**config.mk**
```make
export PLATFORM = sky130hd
export DESIGN_NAME = id_ex_stage
export DESIGN_NICKNAME = d
export VERILOG_FILES = /design/src/rtl/id_ex_stage_pkg.sv /design/src/rtl/id_ex_stage_forward_mux.sv /design/src/rtl/id_ex_stage.sv
export SDC_FILE = /design/constraint.sdc
export NUM_CORES = 1
export LEC_CHECK = 0
export ABC_CLOCK_PERIOD_IN_PS = 6400
export BUFFER_PORTS_ARGS = -buffer_cell sky130_fd_sc_hd__buf_2
export CORE_MARGIN = 3
export CORE_UTILIZATION = 52
export CTS_CLUSTER_DIAMETER = 150
export DETAILED_ROUTE_END_ITERATION = 6
export HOLD_SLACK_MARGIN = 0.03
export PLACE_DENSITY = 0.84
export SYNTH_ARGS = -nofsm -noshare
export SYNTH_HDL_FRONTEND = slang
export SYNTH_HIERARCHICAL = 1
export SYNTH_SLANG_ARGS = --single-unit
```
**constraint.sdc**
```tcl
create_clock -name clk -period 6.4 [get_ports clk]
set_clock_uncertainty 0.15 [all_clocks]
set_input_delay 1.28 -clock clk [delete_from_list [all_inputs] [get_ports clk]]
set_output_delay 1.28 -clock clk [all_outputs]
set_load 0.03 [all_outputs]
```
**src/rtl/id_ex_stage_pkg.sv**
```systemverilog
// id_ex_stage_pkg: shared definitions for the ID/EX pipeline register.
//   - default datapath, register-address, ALU-op and counter widths
//   - ALU operation encodings
//   - decode control bundle and its bubble value (all zeros)
//   - REG_ZERO: the hard-wired zero register, never a forwarding or hazard source
package id_ex_stage_pkg;

  localparam int unsigned DATA_W_DEF  = 32;
  localparam int unsigned ADDR_W_DEF  = 5;
  localparam int unsigned ALUOP_W_DEF = 4;
  localparam int unsigned CNT_W_DEF   = 16;

  localparam int unsigned REG_ZERO = 0;

  typedef enum logic [3:0] {
    AluAdd = 4'd0,
    AluSub = 4'd1,
    AluAnd = 4'd2,
    AluOr  = 4'd3,
    AluXor = 4'd4,
    AluNor = 4'd5,
    AluSlt = 4'd6,
    AluSll = 4'd7,
    AluSrl = 4'd8,
    AluSra = 4'd9,
    AluLui = 4'd10
  } alu_op_e;

  typedef struct packed {
    logic reg_write;
    logic mem_read;
    logic mem_write;
    logic mem_to_reg;
    logic alu_src;
  } ctrl_t;

  localparam ctrl_t CTRL_BUBBLE = '0;

endpackage

```
**src/rtl/id_ex_stage_forward_mux.sv**
```systemverilog
// forward_mux: single-operand EX-stage forwarding selector.
//   i_src             register address the operand was read from
//   i_reg_data        value captured from the register file
//   i_exmem_*         EX/MEM write flag, destination and ALU result
//   i_memwb_*         MEM/WB write flag, destination and write-back data
//   o_operand         forwarded operand
// EX/MEM is the younger result, so it wins over MEM/WB. Register zero is never forwarded.
module forward_mux
  import id_ex_stage_pkg::*;
#(
  parameter int unsigned DATA_W = DATA_W_DEF,
  parameter int unsigned ADDR_W = ADDR_W_DEF
) (
  input  logic [ADDR_W-1:0] i_src,
  input  logic [DATA_W-1:0] i_reg_data,
  input  logic              i_exmem_reg_write,
  input  logic [ADDR_W-1:0] i_exmem_dest,
  input  logic [DATA_W-1:0] i_exmem_data,
  input  logic              i_memwb_reg_write,
  input  logic [ADDR_W-1:0] i_memwb_dest,
  input  logic [DATA_W-1:0] i_memwb_data,
  output logic [DATA_W-1:0] o_operand
);

  logic exmem_hit;
  logic memwb_hit;

  always_comb begin
    exmem_hit = i_exmem_reg_write && (i_exmem_dest != ADDR_W'(REG_ZERO)) &&
                (i_exmem_dest == i_src);
    memwb_hit = i_memwb_reg_write && (i_memwb_dest != ADDR_W'(REG_ZERO)) &&
                (i_memwb_dest == i_src);
    if (exmem_hit) begin
      o_operand = i_exmem_data;
    end else if (memwb_hit) begin
      o_operand = i_memwb_data;
    end else begin
      o_operand = i_reg_data;
    end
  end

endmodule

```
**src/rtl/id_ex_stage.sv**
```systemverilog
// id_ex_stage: ID/EX pipeline register of the MIPS datapath.
//   clk, i_rst_n        clock (rising edge), asynchronous active-low reset
//   i_enable            debug step enable; 0 freezes all state and masks o_stall
//   i_flush             taken branch/jump; load a bubble
//   i_rs/i_rt/i_uses_rt decode source addresses (used for hazard detection and forwarding)
//   i_data_rs/rt, i_imm register-file data and sign-extended immediate
//   i_dest, control     decode destination and control bits
//   i_exmem_*, i_memwb_* later-stage results for forwarding
//   o_stall             load-use hazard: hold PC and IF/ID this cycle
//   o_op_a/o_op_b_reg   forwarded rs/rt operands
//   o_imm/o_dest/ctrl   registered decode fields
//   o_stall_count       saturating count of load-use bubbles
module id_ex_stage
  import id_ex_stage_pkg::*;
#(
  parameter int unsigned DATA_W  = DATA_W_DEF,
  parameter int unsigned ADDR_W  = ADDR_W_DEF,
  parameter int unsigned ALUOP_W = ALUOP_W_DEF,
  parameter int unsigned CNT_W   = CNT_W_DEF
) (
  input  logic               clk,
  input  logic               i_rst_n,
  input  logic               i_enable,
  input  logic               i_flush,
  input  logic [ADDR_W-1:0]  i_rs,
  input  logic [ADDR_W-1:0]  i_rt,
  input  logic               i_uses_rt,
  input  logic [DATA_W-1:0]  i_data_rs,
  input  logic [DATA_W-1:0]  i_data_rt,
  input  logic [DATA_W-1:0]  i_imm,
  input  logic [ADDR_W-1:0]  i_dest,
  input  logic               i_reg_write,
  input  logic               i_mem_read,
  input  logic               i_mem_write,
  input  logic               i_mem_to_reg,
  input  logic               i_alu_src,
  input  logic [ALUOP_W-1:0] i_alu_op,
  input  logic               i_exmem_reg_write,
  input  logic [ADDR_W-1:0]  i_exmem_dest,
  input  logic [DATA_W-1:0]  i_exmem_data,
  input  logic               i_memwb_reg_write,
  input  logic [ADDR_W-1:0]  i_memwb_dest,
  input  logic [DATA_W-1:0]  i_memwb_data,
  output logic               o_stall,
  output logic [DATA_W-1:0]  o_op_a,
  output logic [DATA_W-1:0]  o_op_b_reg,
  output logic [DATA_W-1:0]  o_imm,
  output logic [ADDR_W-1:0]  o_dest,
  output logic               o_reg_write,
  output logic               o_mem_read,
  output logic               o_mem_write,
  output logic               o_mem_to_reg,
  output logic               o_alu_src,
  output logic [ALUOP_W-1:0] o_alu_op,
  output logic [CNT_W-1:0]   o_stall_count
);

  ctrl_t              ctrl_d, ctrl_q;
  logic [ADDR_W-1:0]  rs_d, rs_q, rt_d, rt_q, dest_d, dest_q;
  logic [DATA_W-1:0]  rs_data_d, rs_data_q, rt_data_d, rt_data_q, imm_d, imm_q;
  logic [ALUOP_W-1:0] alu_op_d, alu_op_q;
  logic [CNT_W-1:0]   stall_count_d, stall_count_q;
  logic               stall;

  // Load-use hazard: the load now in EX cannot forward in time to the instruction in ID.
  always_comb begin
    stall = 1'b0;
    if (i_enable && ctrl_q.mem_read && (dest_q != ADDR_W'(REG_ZERO))) begin
      stall = (dest_q == i_rs) || (i_uses_rt && (dest_q == i_rt));
    end
  end

  assign o_stall = stall;

  always_comb begin
    ctrl_d        = ctrl_q;
    rs_d          = rs_q;
    rt_d          = rt_q;
    dest_d        = dest_q;
    rs_data_d     = rs_data_q;
    rt_data_d     = rt_data_q;
    imm_d         = imm_q;
    alu_op_d      = alu_op_q;
    stall_count_d = stall_count_q;
    if (i_enable) begin
      if (i_flush || stall) begin
        ctrl_d    = CTRL_BUBBLE;
        rs_d      = '0;
        rt_d      = '0;
        dest_d    = '0;
        rs_data_d = '0;
        rt_data_d = '0;
        imm_d     = '0;
        alu_op_d  = '0;
        // Only load-use bubbles are counted; a flush overrides a coincident stall.
        if (!i_flush && (stall_count_q != {CNT_W{1'b1}})) begin
          stall_count_d = stall_count_q + CNT_W'(1);
        end
      end else begin
        ctrl_d.reg_write  = i_reg_write;
        ctrl_d.mem_read   = i_mem_read;
        ctrl_d.mem_write  = i_mem_write;
        ctrl_d.mem_to_reg = i_mem_to_reg;
        ctrl_d.alu_src    = i_alu_src;
        rs_d              = i_rs;
        rt_d              = i_rt;
        dest_d            = i_dest;
        rs_data_d         = i_data_rs;
        rt_data_d         = i_data_rt;
        imm_d             = i_imm;
        alu_op_d          = i_alu_op;
      end
    end
  end

  always_ff @(posedge clk or negedge i_rst_n) begin
    if (!i_rst_n) begin
      ctrl_q        <= CTRL_BUBBLE;
      rs_q          <= '0;
      rt_q          <= '0;
      dest_q        <= '0;
      rs_data_q     <= '0;
      rt_data_q     <= '0;
      imm_q         <= '0;
      alu_op_q      <= '0;
      stall_count_q <= '0;
    end else begin
      ctrl_q        <= ctrl_d;
      rs_q          <= rs_d;
      rt_q          <= rt_d;
      dest_q        <= dest_d;
      rs_data_q     <= rs_data_d;
      rt_data_q     <= rt_data_d;
      imm_q         <= imm_d;
      alu_op_q      <= alu_op_d;
      stall_count_q <= stall_count_d;
    end
  end

  forward_mux #(
    .DATA_W(DATA_W),
    .ADDR_W(ADDR_W)
  ) u_fwd_rs (
    .i_src             (rs_q),
    .i_reg_data        (rs_data_q),
    .i_exmem_reg_write (i_exmem_reg_write),
    .i_exmem_dest      (i_exmem_dest),
    .i_exmem_data      (i_exmem_data),
    .i_memwb_reg_write (i_memwb_reg_write),
    .i_memwb_dest      (i_memwb_dest),
    .i_memwb_data      (i_memwb_data),
    .o_operand         (o_op_a)
  );

  forward_mux #(
    .DATA_W(DATA_W),
    .ADDR_W(ADDR_W)
  ) u_fwd_rt (
    .i_src             (rt_q),
    .i_reg_data        (rt_data_q),
    .i_exmem_reg_write (i_exmem_reg_write),
    .i_exmem_dest      (i_exmem_dest),
    .i_exmem_data      (i_exmem_data),
    .i_memwb_reg_write (i_memwb_reg_write),
    .i_memwb_dest      (i_memwb_dest),
    .i_memwb_data      (i_memwb_data),
    .o_operand         (o_op_b_reg)
  );

  assign o_imm         = imm_q;
  assign o_dest        = dest_q;
  assign o_reg_write   = ctrl_q.reg_write;
  assign o_mem_read    = ctrl_q.mem_read;
  assign o_mem_write   = ctrl_q.mem_write;
  assign o_mem_to_reg  = ctrl_q.mem_to_reg;
  assign o_alu_src     = ctrl_q.alu_src;
  assign o_alu_op      = alu_op_q;
  assign o_stall_count = stall_count_q;

endmodule

```
==> results.yml <==
drt:
  wl_met2_um: 12700
  top_layer: "met5"
  drt-total-wl_um: 28060
  routed_metal_1_wire_length_um: 10350
  drt_iter0_drc: 1069
  detailroute.via_count: 8217
  ant_nets: 0
  avgRoutedWirePerCell_um: 23.28
  detail_route.vias_per_cell: 6.819
  firstDrtPassIters: 7
  drcViolationCount: 20
  detailroute.wirelength.met3_um: 3805
clock_tree:
  clock_insertion_delay_worst_skew_ps: 420
  max_root_sink_buffers: 2
  tritoncts_num_sinks: 136
  clk_root_buffer_cell: "clkbuf_16"
  tritoncts_clock_tree: "done"
  cts-resized-gates: 0
  cts-buffers-inserted: 17
  ctsHoldBuffers: 0
  cts.repair_timing.setup_buffer_count: 0
  ctsHtreeMaxLevel: 4
  clk_transition_reported_paths_ps: 60
timing:
  final.setup.worst_slack_ps: 1304
  finalSetupViolCount: 0
  max_clock_freq_mhz: 196.2
  setup-tns-final_ps: 0
  min_period_ps: 5096
  unrepaired_setup_endpoints_after_global_routing: "no"
  report.final.slew_viol_count: 0
  final-hold-violation-count: 0
  worstMarginPinSlew_ps: 1296
  max_slew_margin_pct: 13.42
  min_period_over_period_pct: 79.63
die:
  design.die.area_um2: 16100
  design.portCount: 328
  dieHeight_um: 126.9
  row_count: 43
  die_w_um: 126.9
  start_util_pct: 53.91
  core-area_um2: 14100
worst_hold_path:
  holdCritStartpoint: "o_imm[21]"
  hold_path.class: "reg -> reg"
  worstHoldPathCells: 1
  timing.hold.worst_endpoint: "o_imm[21]"
synth:
  synth.yosys.seq_area_share_pct: 44.79
  netlist.area_leader.share_pct: 44.79
  synth_edf_count: 0
  postSynthNetCount: 936
  synth_top_cells_by_count: "136 x dfrtp_1, 120 x a22o_1, 73 x nand4_1"
  synth_largest_area_cell: "dfrtp_1"
  syn_avg_cell_area_um2: 10.35
  dominantRegCellSynth: "dfrtp_1"
  netlist_instances: 734
  netlist_area_um2: 7599
  yosys_warnings: 6
  synth_most_common_cell: "dfrtp_1"
  synth.ff_latch_count: 136
  netlist_top_cells_area: "dfrtp_1 45%, a22o_1 14%, o31ai_1 6.3%"
  yosysUniqueCellTypes: 38
  synth-async-reset-ratio_pct: 100.0
critical_path:
  critPathTopFamily: "compound AO/OA/AOI/OAI gates"
  cp_slowest_stage_delay_ps: 960
  crit_path_max_fanout: 27
  critical_path_required_ps: 4970
  ff2ff_path_depth: 5
  critical_path.endpoint_type: "output port"
  reg2reg_to: "rt_data_q[19]"
  critical-path-top-cell-by-count: "buf_2"
  r2r_slack_ps: 3340
  r2r-start: "o_dest[1]"
  criticalPathCategory: "in -> out"
  timing.critical_path.slowest_stage_cell: "o21a_1"
  cell_chain_critical_path: "buf_2 -> nor4_1 -> o21a_1 -> buf_4 -> o31ai_1 -> a31oi_1 -> buf_2"
  path_buf_inv: 3
  critical_path_arrival_ps: 3670
  kind_of_start_point_of_the_critical_path: "input pin"
global_route:
  first_global_vias: 7702
  grt_max_degree: 87
  antenna_found_initial: 8
  grt_first_pass_wirelength_um: 42730
  grt_overflow: 0
  grt_use_total_pct: 33.71
place:
  detailedPlace.worstSlack_ps: 1448
  place_area_um2: 9104
  finalWeightedCongestion: 1.033
  place_hpwl_um: 19260
  count_of_port_buffers_added_during_placement: 327
cells_and_area:
  area_growth_syn_to_layout_pct: 27.38
  drive_above_1_share_pct: 38.63
  fin_nets: 1209
  postLayoutCellArea_um2: 9679
  fill_cells: 1137
power:
  p_leak_nw: 4.519
  power_per_cell_area_nw_per_um2: 263.6
  vdd.ir_drop.worst_v: 0.0001843
run:
  max-cap-violations: 0
outcome:
  violations: "design-rule violations"
  status: "complete, but fails checks"
## cells by family (layout without fill, tap and decap cells)
group	after synthesis	in the layout	share of synthesized area (%)
xor+xnor	39	39	4.495
simple gates	196	196	15.73
compound gates	262	262	27.12
mux	3	3	0.4446
flops	136	136	44.79
buf+inv	97	383	7.262
fa+ha+maj	1	1	0.1646
other cells	0	5	0
## routing by layer
| metal | vias to the layer above | global-route usage (%) |
|---|---|---|
| met5 | - | 0 |
| met1 | 3837 | 44.05 |
| met2 | 687 | 52.09 |
| met3 | 147 | 11.37 |
| met4 | 6 | 13.00 |
| li1 | 3540 | - |
## through the flow
| stage | utilization [%] | total power, mW | instances | hold slack (ps) |
|---|---|---|---|---|
| 3_5_place_dp | 64.58 | 1.615 | 1168 | 342.0 |
| 2_1_floorplan | - | 1.376 | 734 | 329.1 |
| 6_report | 68.67 | 2.552 | 1205 | 352.4 |
| 3_3_place_gp | 64.58 | 1.609 | 1168 | 337.2 |
| 4_1_cts | 68.58 | 2.548 | 1200 | 356.7 |
| 5_1_grt | 68.67 | 2.637 | 1205 | 368.7 |
## cells in the final DEF, fill, tap and decap left out, types with 5 or more instances in the layout
cell and count:
buf_2 326, dfrtp_1 136, a22o_1 120, nand4_1 73
nor4_1 67, a31oi_1 66, o31ai_1 64, xnor2_1 37
buf_4 22, clkbuf_16 17, nand2_1 12, nand3_1 11
and3_1 8, diode_2 5, inv_6 5
## layout make-up
cell class	instances	area [um2]	area share (%)
inverter	2	10.01	0.1034
multi-input combinational	501	3657	37.78
antenna	5	12.51	0.1293
timing repair buffer	349	1808	18.68
sequential	136	3403	35.16
tap	180	225.2	2.327
clock inverter	13	120.1	1.241
clock buffer	19	442.9	4.576
## how the worst max path moves through the flow
stage	to	cells after the start	from
5_1_grt	o_op_b_reg[3]	7	i_memwb_dest[0]
2_1_floorplan	o_op_a[10]	5	i_memwb_dest[0]
4_1_cts	o_op_b_reg[3]	7	i_memwb_dest[0]
3_5_place_dp	o_op_b_reg[3]	7	i_memwb_dest[0]
3_3_place_gp	o_op_b_reg[3]	7	i_memwb_dest[0]
6_report	o_op_b_reg[3]	7	i_memwb_dest[0]
## power by group
part	internal [mW]	switching (mW)	leakage [nW]	total (mW)
Clock	0.548	0.386	0.271	0.935
Sequential	0.921	0.0497	1.79	0.971
Combinational	0.206	0.441	2.46	0.646
(Power assumes the default switching activity.)
